File: config.mk
export PLATFORM = sky130hd
export DESIGN_NAME = mips32_prog_loader
export DESIGN_NICKNAME = d
export VERILOG_FILES = /design/src/rtl/mips32_loader_pkg.sv /design/src/rtl/mips32_word_asm.sv /design/src/rtl/mips32_prog_loader.sv
export SDC_FILE = /design/constraint.sdc
export NUM_CORES = 1
export LEC_CHECK = 0
export CORE_MARGIN = 5
export CORE_UTILIZATION = 50
export DETAILED_ROUTE_END_ITERATION = 8
export GPL_TIMING_DRIVEN = 0
export PLACE_DENSITY = 0.73
export SLEW_MARGIN = 10
export SYNTH_ARGS = -nofsm -noshare
export SYNTH_HDL_FRONTEND = slang
export SYNTH_SLANG_ARGS = --single-unit
File: constraint.sdc
create_clock -name clk1 -period 2.5 [get_ports clk1]
set_input_delay 0.375 -clock clk1 [delete_from_list [all_inputs] [get_ports clk1]]
set_output_delay 0.375 -clock clk1 [all_outputs]
set_load 0.05 [all_outputs]
File: src/rtl/mips32_loader_pkg.sv
// Shared definitions for the MIPS32 program loader: FSM state encoding,
// stream byte / instruction word widths and the running checksum step.
package mips32_loader_pkg;

  localparam int unsigned BYTE_W = 8;
  localparam int unsigned WORD_W = 32;

  typedef enum logic [2:0] {
    IDLE,
    LEN_HI,
    LEN_LO,
    DATA,
    CSUM,
    DONE,
    ERROR
  } state_t;

  // One step of the running XOR checksum over data bytes.
  function automatic logic [BYTE_W-1:0] csum_next(input logic [BYTE_W-1:0] acc,
                                                  input logic [BYTE_W-1:0] data);
    return acc ^ data;
  endfunction

endpackage

File: src/rtl/mips32_word_asm.sv
// Word assembler: shifts stream bytes MSB-first into a 32-bit register and
// flags the byte that completes a word. word_next is the word including the
// byte currently being shifted, so the caller can register it directly.
module mips32_word_asm
  import mips32_loader_pkg::*;
(
  input  logic              clk1,
  input  logic              rst,
  input  logic              shift_en,
  input  logic [BYTE_W-1:0] byte_in,
  output logic              word_last,
  output logic [WORD_W-1:0] word_next
);

  logic [1:0]        byte_cnt;
  logic [WORD_W-1:0] shreg;

  assign word_next = {shreg[WORD_W-BYTE_W-1:0], byte_in};
  assign word_last = shift_en && (byte_cnt == 2'd3);

  // Byte counter and shift register; reset discards any partial word.
  always_ff @(posedge clk1) begin
    if (rst) begin
      byte_cnt <= '0;
      shreg    <= '0;
    end else if (shift_en) begin
      byte_cnt <= byte_cnt + 2'd1;
      shreg    <= word_next;
    end
  end

endmodule

File: src/rtl/mips32_prog_loader.sv
// MIPS32 program loader: receives a length-prefixed byte stream, writes
// assembled instruction words into instruction memory and holds the CPU
// halted until the load completes.
// Optional macro LOADER_CSUM_EN: compare the trailing checksum byte against
// the XOR of all data bytes (without it the byte is consumed unchecked).
module mips32_prog_loader
  import mips32_loader_pkg::*;
#(
  parameter int unsigned ADDR_W    = 10,
  parameter int unsigned BASE_ADDR = 0
) (
  input  logic              clk1,
  input  logic              rst,
  input  logic [BYTE_W-1:0] in_data,
  input  logic              in_valid,
  output logic              in_ready,
  output logic              mem_we,
  output logic [ADDR_W-1:0] mem_addr,
  output logic [WORD_W-1:0] mem_wdata,
  output logic              cpu_halt,
  output logic              done,
  output logic              error,
  output logic [15:0]       words_loaded
);

  localparam logic [ADDR_W-1:0] BASE = ADDR_W'(BASE_ADDR);

  state_t            state;
  logic [15:0]       len_q;
  logic [15:0]       word_cnt;
  logic [ADDR_W-1:0] word_idx;
  logic              xfer;
  logic              word_last;
  logic [WORD_W-1:0] word_next;
`ifdef LOADER_CSUM_EN
  logic [BYTE_W-1:0] csum;
`endif

  assign xfer = in_valid && in_ready;

  mips32_word_asm u_word_asm (
    .clk1      (clk1),
    .rst       (rst),
    .shift_en  (xfer && (state == DATA)),
    .byte_in   (in_data),
    .word_last (word_last),
    .word_next (word_next)
  );

  // Loader FSM with registered handshake, memory-write and status outputs.
  // The last word moves straight to CSUM; in_ready stays low through its
  // mem_we cycle, so no checksum byte can be taken before the write.
  always_ff @(posedge clk1) begin
    if (rst) begin
      state        <= IDLE;
      in_ready     <= 1'b0;
      mem_we       <= 1'b0;
      mem_addr     <= BASE;
      mem_wdata    <= '0;
      cpu_halt     <= 1'b1;
      done         <= 1'b0;
      error        <= 1'b0;
      words_loaded <= '0;
      len_q        <= '0;
      word_cnt     <= '0;
      word_idx     <= '0;
`ifdef LOADER_CSUM_EN
      csum         <= '0;
`endif
    end else begin
      mem_we <= 1'b0;
      case (state)
        IDLE: begin
          state    <= LEN_HI;
          in_ready <= 1'b1;
        end
        LEN_HI: begin
          if (xfer) begin
            len_q[15:8] <= in_data;
            state       <= LEN_LO;
          end
        end
        LEN_LO: begin
          if (xfer) begin
            len_q[7:0] <= in_data;
            state      <= ({len_q[15:8], in_data} == 16'd0) ? CSUM : DATA;
          end
        end
        DATA: begin
          in_ready <= 1'b1;
          if (xfer) begin
`ifdef LOADER_CSUM_EN
            csum <= csum_next(csum, in_data);
`endif
            if (word_last) begin
              mem_we    <= 1'b1;
              mem_wdata <= word_next;
              mem_addr  <= BASE + word_idx;
              word_idx  <= word_idx + ADDR_W'(1);
              word_cnt  <= word_cnt + 16'd1;
              in_ready  <= 1'b0;
              if (words_loaded != 16'hFFFF) begin
                words_loaded <= words_loaded + 16'd1;
              end
              if (word_cnt + 16'd1 == len_q) begin
                state <= CSUM;
              end
            end
          end
        end
        CSUM: begin
          in_ready <= 1'b1;
          if (xfer) begin
            in_ready <= 1'b0;
`ifdef LOADER_CSUM_EN
            if (in_data == csum) begin
              state    <= DONE;
              done     <= 1'b1;
              cpu_halt <= 1'b0;
            end else begin
              state <= ERROR;
              error <= 1'b1;
            end
`else
            state    <= DONE;
            done     <= 1'b1;
            cpu_halt <= 1'b0;
`endif
          end
        end
        DONE, ERROR: begin
          in_ready <= 1'b0;
        end
        default: begin
          state    <= IDLE;
          in_ready <= 1'b0;
        end
      endcase
    end
  end

endmodule

## Word level (Yosys, flattened, before mapping)

Cells that the tools add are included.

- Add/subtract/negate cells: 4
- Equality and inequality tests: 15
- Mux-type cells: 13
- Bitwise operators: 3
- Reductions and logical operators: 14

Operators with widths:

| cell | number |
|---|---|
| adder 16 x 1 -> 16 bit, second input constant | 2 |
| two-way mux 3 bit | 7 |
| one-hot mux 3 bit (6 select lines) | 1 |
| equality test 16 bit | 1 |
| logical NOT 16 bit | 1 |
| inequality test 16 bit, second input constant | 1 |
| adder 10 x 1 -> 10 bit, second input constant | 1 |
| equality test 3 bit, second input constant | 3 |
| inequality test 2 bit, second input constant | 4 |
| AND reduction 7 bit | 1 |
| equality test 3 x 2 -> 1 bit, second input constant | 2 |
| AND reduction 2 bit | 3 |
| two-way mux 1 bit | 4 |
| inequality test 2 x 1 -> 1 bit, second input constant | 2 |
| one-hot mux 1 bit (4 select lines) | 1 |
| AND reduction 4 bit | 1 |
| OR reduction 2 bit | 2 |
| equality test 3 x 1 -> 1 bit, second input constant | 1 |
| logical AND 1 bit | 3 |
| logical NOT 3 bit | 1 |
| inverter 1 bit | 3 |
| AND reduction 3 bit | 1 |
| OR reduction 3 bit | 1 |
| adder 2 x 1 -> 2 bit, second input constant | 1 |
| equality test 2 bit, second input constant | 1 |

- Register bits: 133
- Input port bits: 11

## Logic depth before layout (Yosys ltp)

- Depth after elaboration: 6
- Mapped depth: 8

## By module

Synthesis repeated with hierarchy kept, for this count alone.

- Cells, all modules: 676
- Area total of the unflattened synthesis: 5870.6 um^2

By module, submodules not included:

| module | instances | cells an instance | area each (um^2) | seq. area each (um^2) |
|---|---|---|---|---|
| mips32_prog_loader | 1 | 582 | 4847.1 | 2142.1 |
| mips32_word_asm | 1 | 94 | 1023.5 | 520.5 |

## Worst setup path after synthesis

OpenSTA, ideal clock, no wires.

- Path kind: reg-to-reg
- Start point: register in_ready
- End point: register words_loaded[9]
- Arrival time: 2142 ps
- Required time: 2372 ps
- Setup slack: 230 ps
- Stages on the path, launching flop included: 7
- Cells stage by stage: dfxtp_1 > nand3b_1 > or4_1 > a31oi_2 > and4_1 > xnor2_1 > nor2_1

- Word-level cells in the longest chain between the ends: 4

Ends and longest elaborated chain:

| element | line | RTL |
|---|---|---|
| start, declared | mips32_prog_loader.sv:16 | `output logic in_ready,` |
| start signal, assigned | mips32_prog_loader.sv:56 | `in_ready <= 1'b0;` |
| start signal, assigned | mips32_prog_loader.sv:75 | `in_ready <= 1'b1;` |
| start signal, assigned | mips32_prog_loader.sv:90 | `in_ready <= 1'b1;` |
| logical AND 1 bit * | mips32_prog_loader.sv:39 | `assign xfer = in_valid && in_ready;` |
| logical AND 1 bit | mips32_prog_loader.sv:44 | `.shift_en (xfer && (state == DATA)),` |
| logical AND 1 bit | mips32_word_asm.sv:19 | `assign word_last = shift_en && (byte_cnt == 2'd3);` |
| AND reduction 4 bit (no source line) * | n/a |  |
| end signal, assigned | mips32_prog_loader.sv:103 | `words_loaded <= words_loaded + 16'd1;` |
| end, declared | mips32_prog_loader.sv:23 | `output logic [15:0] words_loaded` |

Every way passes the cells marked *; elsewhere a longest branch is shown, timed or not.
A chain may end at the register's enable or synchronous reset.

## Worst setup path after layout

- Start point: register word_cnt[1]
- End point: register state[1]

- Word-level cells in the longest chain between the ends: 4

Ends and longest elaborated chain:

| element | line | RTL |
|---|---|---|
| start, declared | mips32_prog_loader.sv:30 | `logic [15:0] word_cnt;` |
| start signal, assigned | mips32_prog_loader.sv:100 | `word_cnt <= word_cnt + 16'd1;` |
| adder 16 x 1 -> 16 bit | mips32_prog_loader.sv:105 | `if (word_cnt + 16'd1 == len_q) begin` |
| equality test 16 bit | mips32_prog_loader.sv:105 |  |
| inequality test 2 x 1 -> 1 bit (no source line) | n/a |  |
| AND reduction 7 bit (no source line) | n/a |  |
| end signal, assigned | mips32_prog_loader.sv:86 | `state <= ({len_q[15:8], in_data} == 16'd0) ? CSUM : DATA;` |
| end, declared | mips32_prog_loader.sv:28 | `state_t state;` |

Every way passes these cells.

==> reports/metrics.yaml <==
cts:
  htreeDepth: 4
  cts_tree: "built"
  clock_latency_ps: 420
  clock_path_buffers: 2
  cts_made_buffers: 17
  post_cts_buffers: 0
  ctsHoldBuffers: 0
  clock-root-buffer: "clkbuf_16"
  clock-sinks: 133
  clkTransAtPathRegs_ps: 60
routing:
  avgViaCountPerCell: 5.42
  drt-pass1-iter-count: 5
  ant_nets: 0
  wire_per_inst_um: 15.9
  vias: 5162
  drtIter0Drc: 429
  drc_errors: 0
  wl_um: 15200
setup_path:
  crit_start: "word_cnt[1]"
  regToRegSetupSlack_ps: 150
  reg2reg_depth: 7
  worst_ep_arrival_time_ps: 2630
  r2r_start: "word_cnt[1]"
  critical_path_class: "reg -> reg"
  end_kind: "flip-flop"
  r2r-end: "state[1]"
  crit_end: "state[1]"
  path_max_fanout: 7
  start_kind: "flip-flop"
  worstPathRequired_ps: 2780
pwr:
  power.leakage_nw: 2.56
  p_sw_mw: 1.22
  max-vdd-ir-drop_v: 0.000586
  powerDensity_nw_per_um2: 744
  p_seq_share_pct: 40.0
  intPower_mw: 4.26
  p_comb_share_pct: 7.6
  total_power_mw: 5.47
  p_clk_share_pct: 52.4
  swShare_pct: 22.3
place:
  dpl_worst_slack_ps: -400
  place_hpwl_um: 10700
  gp_congestion: 0.867
  place_inst: 921
  post_dp_cell_area_um2: 6660
  io_buffers: 71
finish:
  final_cell_area_um2: 7360
  drive_gt1_share_pct: 6.79
  fin_nets: 812
  area_delta_synth_final_pct: 27.6
  diodes: 0
  fill_cells: 974
  layoutNonFillerInstCount: 953
yosys:
  synth_compound_area_share_pct: 11.1
  yosys_most_used_dff: "dfxtp_1"
  synth_edf_count: 0
  yosysTopAreaCell: "dfxtp_1"
  yosysUniqueCellTypes: 58
  yosysWarnings: 0
  synthesis.nets: 722
  netlist.area_leader.share_pct: 46.2
  async_reset_ff_share_pct: 0
  avgSynthCellArea_um2: 8.15
  synth-simple-area-share_pct: 26.0
  seq_area_frac_synth_pct: 46.2
  synth_top_family_by_area: "simple AND/OR/NAND/NOR gates"
  synth_area_leaders: "dfxtp_1, nand2_1, a21oi_1, xnor2_1, nor2_1"
  syn_inst: 707
  synth.ff_latch_count: 133
  synth_xor_area_share_pct: 8.75
  muxShareOfSynthArea_pct: 3.13
  syn_area_um2: 5770
  synth-adder-area-share_pct: 0.868
die:
  fp.dieArea_um2: 13800
  rows: 39
  dieWidth_um: 117
  core_area_um2: 11400
  start_util_pct: 50.7
  die_h_um: 117
  io-pin-count: 74
sta:
  skew_ps: 8.94
  setup_slack_ps: 151
  rsz0062_at_grt: "no"
  setup_viol_count_final: 0
  max_freq_mhz: 426
  final-hold-violation-count: 0
  period_needed_ps: 2350
  tightestPinTransition_ps: 689
  relSlewSlack_pct: 54.0
  min_period_over_period_pct: 93.9
  slew_viol_final: 0
  worst_hold_slack_ps: 453
grt:
  grt_pass1_wl_um: 25600
  antenna_found_initial: 0
  grtUsageTotal_pct: 22.6
  first_global_vias: 5201
  overflow: 0
  grt_start_max_net_pins: 17
outcome:
  status: "completed"
hold_path:
  hp-class: "reg -> reg"
job:
  cap_violations: 0
worst max-delay path: stages, from the launching register on:
cell and delay (ps):
dfxtp_2 400, ha_2 280, and4_1 260, nor3_1 70, a2111o_1 390, or4_4 430
nor4_4 240, o31ai_1 150
repair_timing:
item	in CTS	in global routing
endpoints found under the hold margin	0	0
endpoints found under the setup margin	1	43
gates resized for setup	1	6
metal layers:
layer / vias up / global-route usage (%) / wire length (um)
met5: - / 0 / 0
met4: 0 / 7.83 / 234
met3: 25 / 7.27 / 1030
met2: 174 / 37.3 / 7370
met1: 2410 / 27.6 / 6520
li1: 2553 / - / -
registers in the layout, summed over array words and instances, names as in the netlist:
name,flops
state,3
mem_wdata,32
u_word_asm.shreg,24
mem_we,1
cpu_halt,1
len_q,16
word_cnt,16
words_loaded,16
done,1
word_idx,10
u_word_asm.byte_cnt,2
in_ready,1
mem_addr,10
power groups by stage:
stage	combinational, mW	clock [mW]	sequential, mW
final	0.416	2.87	2.19
after global routing	0.460	3.01	2.19
after CTS	0.411	2.89	2.19
after detailed placement	0.407	0	2.23
after global placement	0.395	0	2.23
after floorplan	0.277	0	2.24
layout make-up:
type	instances	area, um^2	share of cell area [%]
buffer	50	211	2.87
clock buffer	20	467	6.34
clock inverter	12	224	3.04
inverter	5	18.8	0.255
multi-input combinational	519	2890	39.2
sequential	133	2660	36.2
tap	143	179	2.43
timing repair buffer	71	711	9.66
kinds of logic after synthesis:
family / count (synthesis)
other: 1
adders and majority gates: 4
muxes: 18
xor gates and xnor gates: 56
and+or+nand+nor: 329
buffers and inverters: 55
AOI/OAI and AO/OA: 111
DFF: 133
stage by stage:
step,TNS [ps],util (%)
after floorplan,0,-
after global placement,-12420,58.5
after detailed placement,-13090,58.5
after CTS,0,64.6
after global routing,0,64.7
final,0,64.7
synthesized netlist by cell type, drive strengths merged (2+ instances only):
cell,count
xnor2,35
or3,5
nor2,75
ha,4
clkbuf,38
and4,5
a21oi,79
buf,12
or3b,3
nor4,8
o31ai,4
a211oi,3
nand2,163
nand2b,3
and2,2
nand4,10
o21ai,8
nor2b,5
mux2i,18
nor3,11
and3,6
a31oi,2
nor3b,2
nand3,23
or2,2
nand3b,2
or4,2
dfxtp,133
xor2,20
inv,5
cell usage in the layout (no fill, tap or decap), types with 4 or more instances in the layout:
master             n
a21oi_1           79
or3_1              5
and3_1             6
nor4_1             5
nor2b_1            5
xor2_1            20
and4_1             5
o31ai_1            4
clkdlybuf4s50_1   71
buf_2              7
dfxtp_1          132
nor3_1            11
o21ai_0            8
xnor2_1           35
clkbuf_1          36
inv_1              5
mux2i_1           18
nor2_1            75
nand3_1           23
clkbuf_16         17
nand4_1            8
bufinv_16          6
nand2_1          163
worst min-delay path by stage:
stage | from | endpoint | depth (start not counted)
6_report | done | done | 2
5_1_grt | mem_wdata[16] | mem_wdata[16] | 2
4_1_cts | u_word_asm.shreg[21] | mem_wdata[29] | 2
3_5_place_dp | u_word_asm.shreg[21] | mem_wdata[29] | 2
3_3_place_gp | done | done | 2
2_1_floorplan | u_word_asm.shreg[16] | mem_wdata[24] | 2
(Power assumes the default switching activity.)
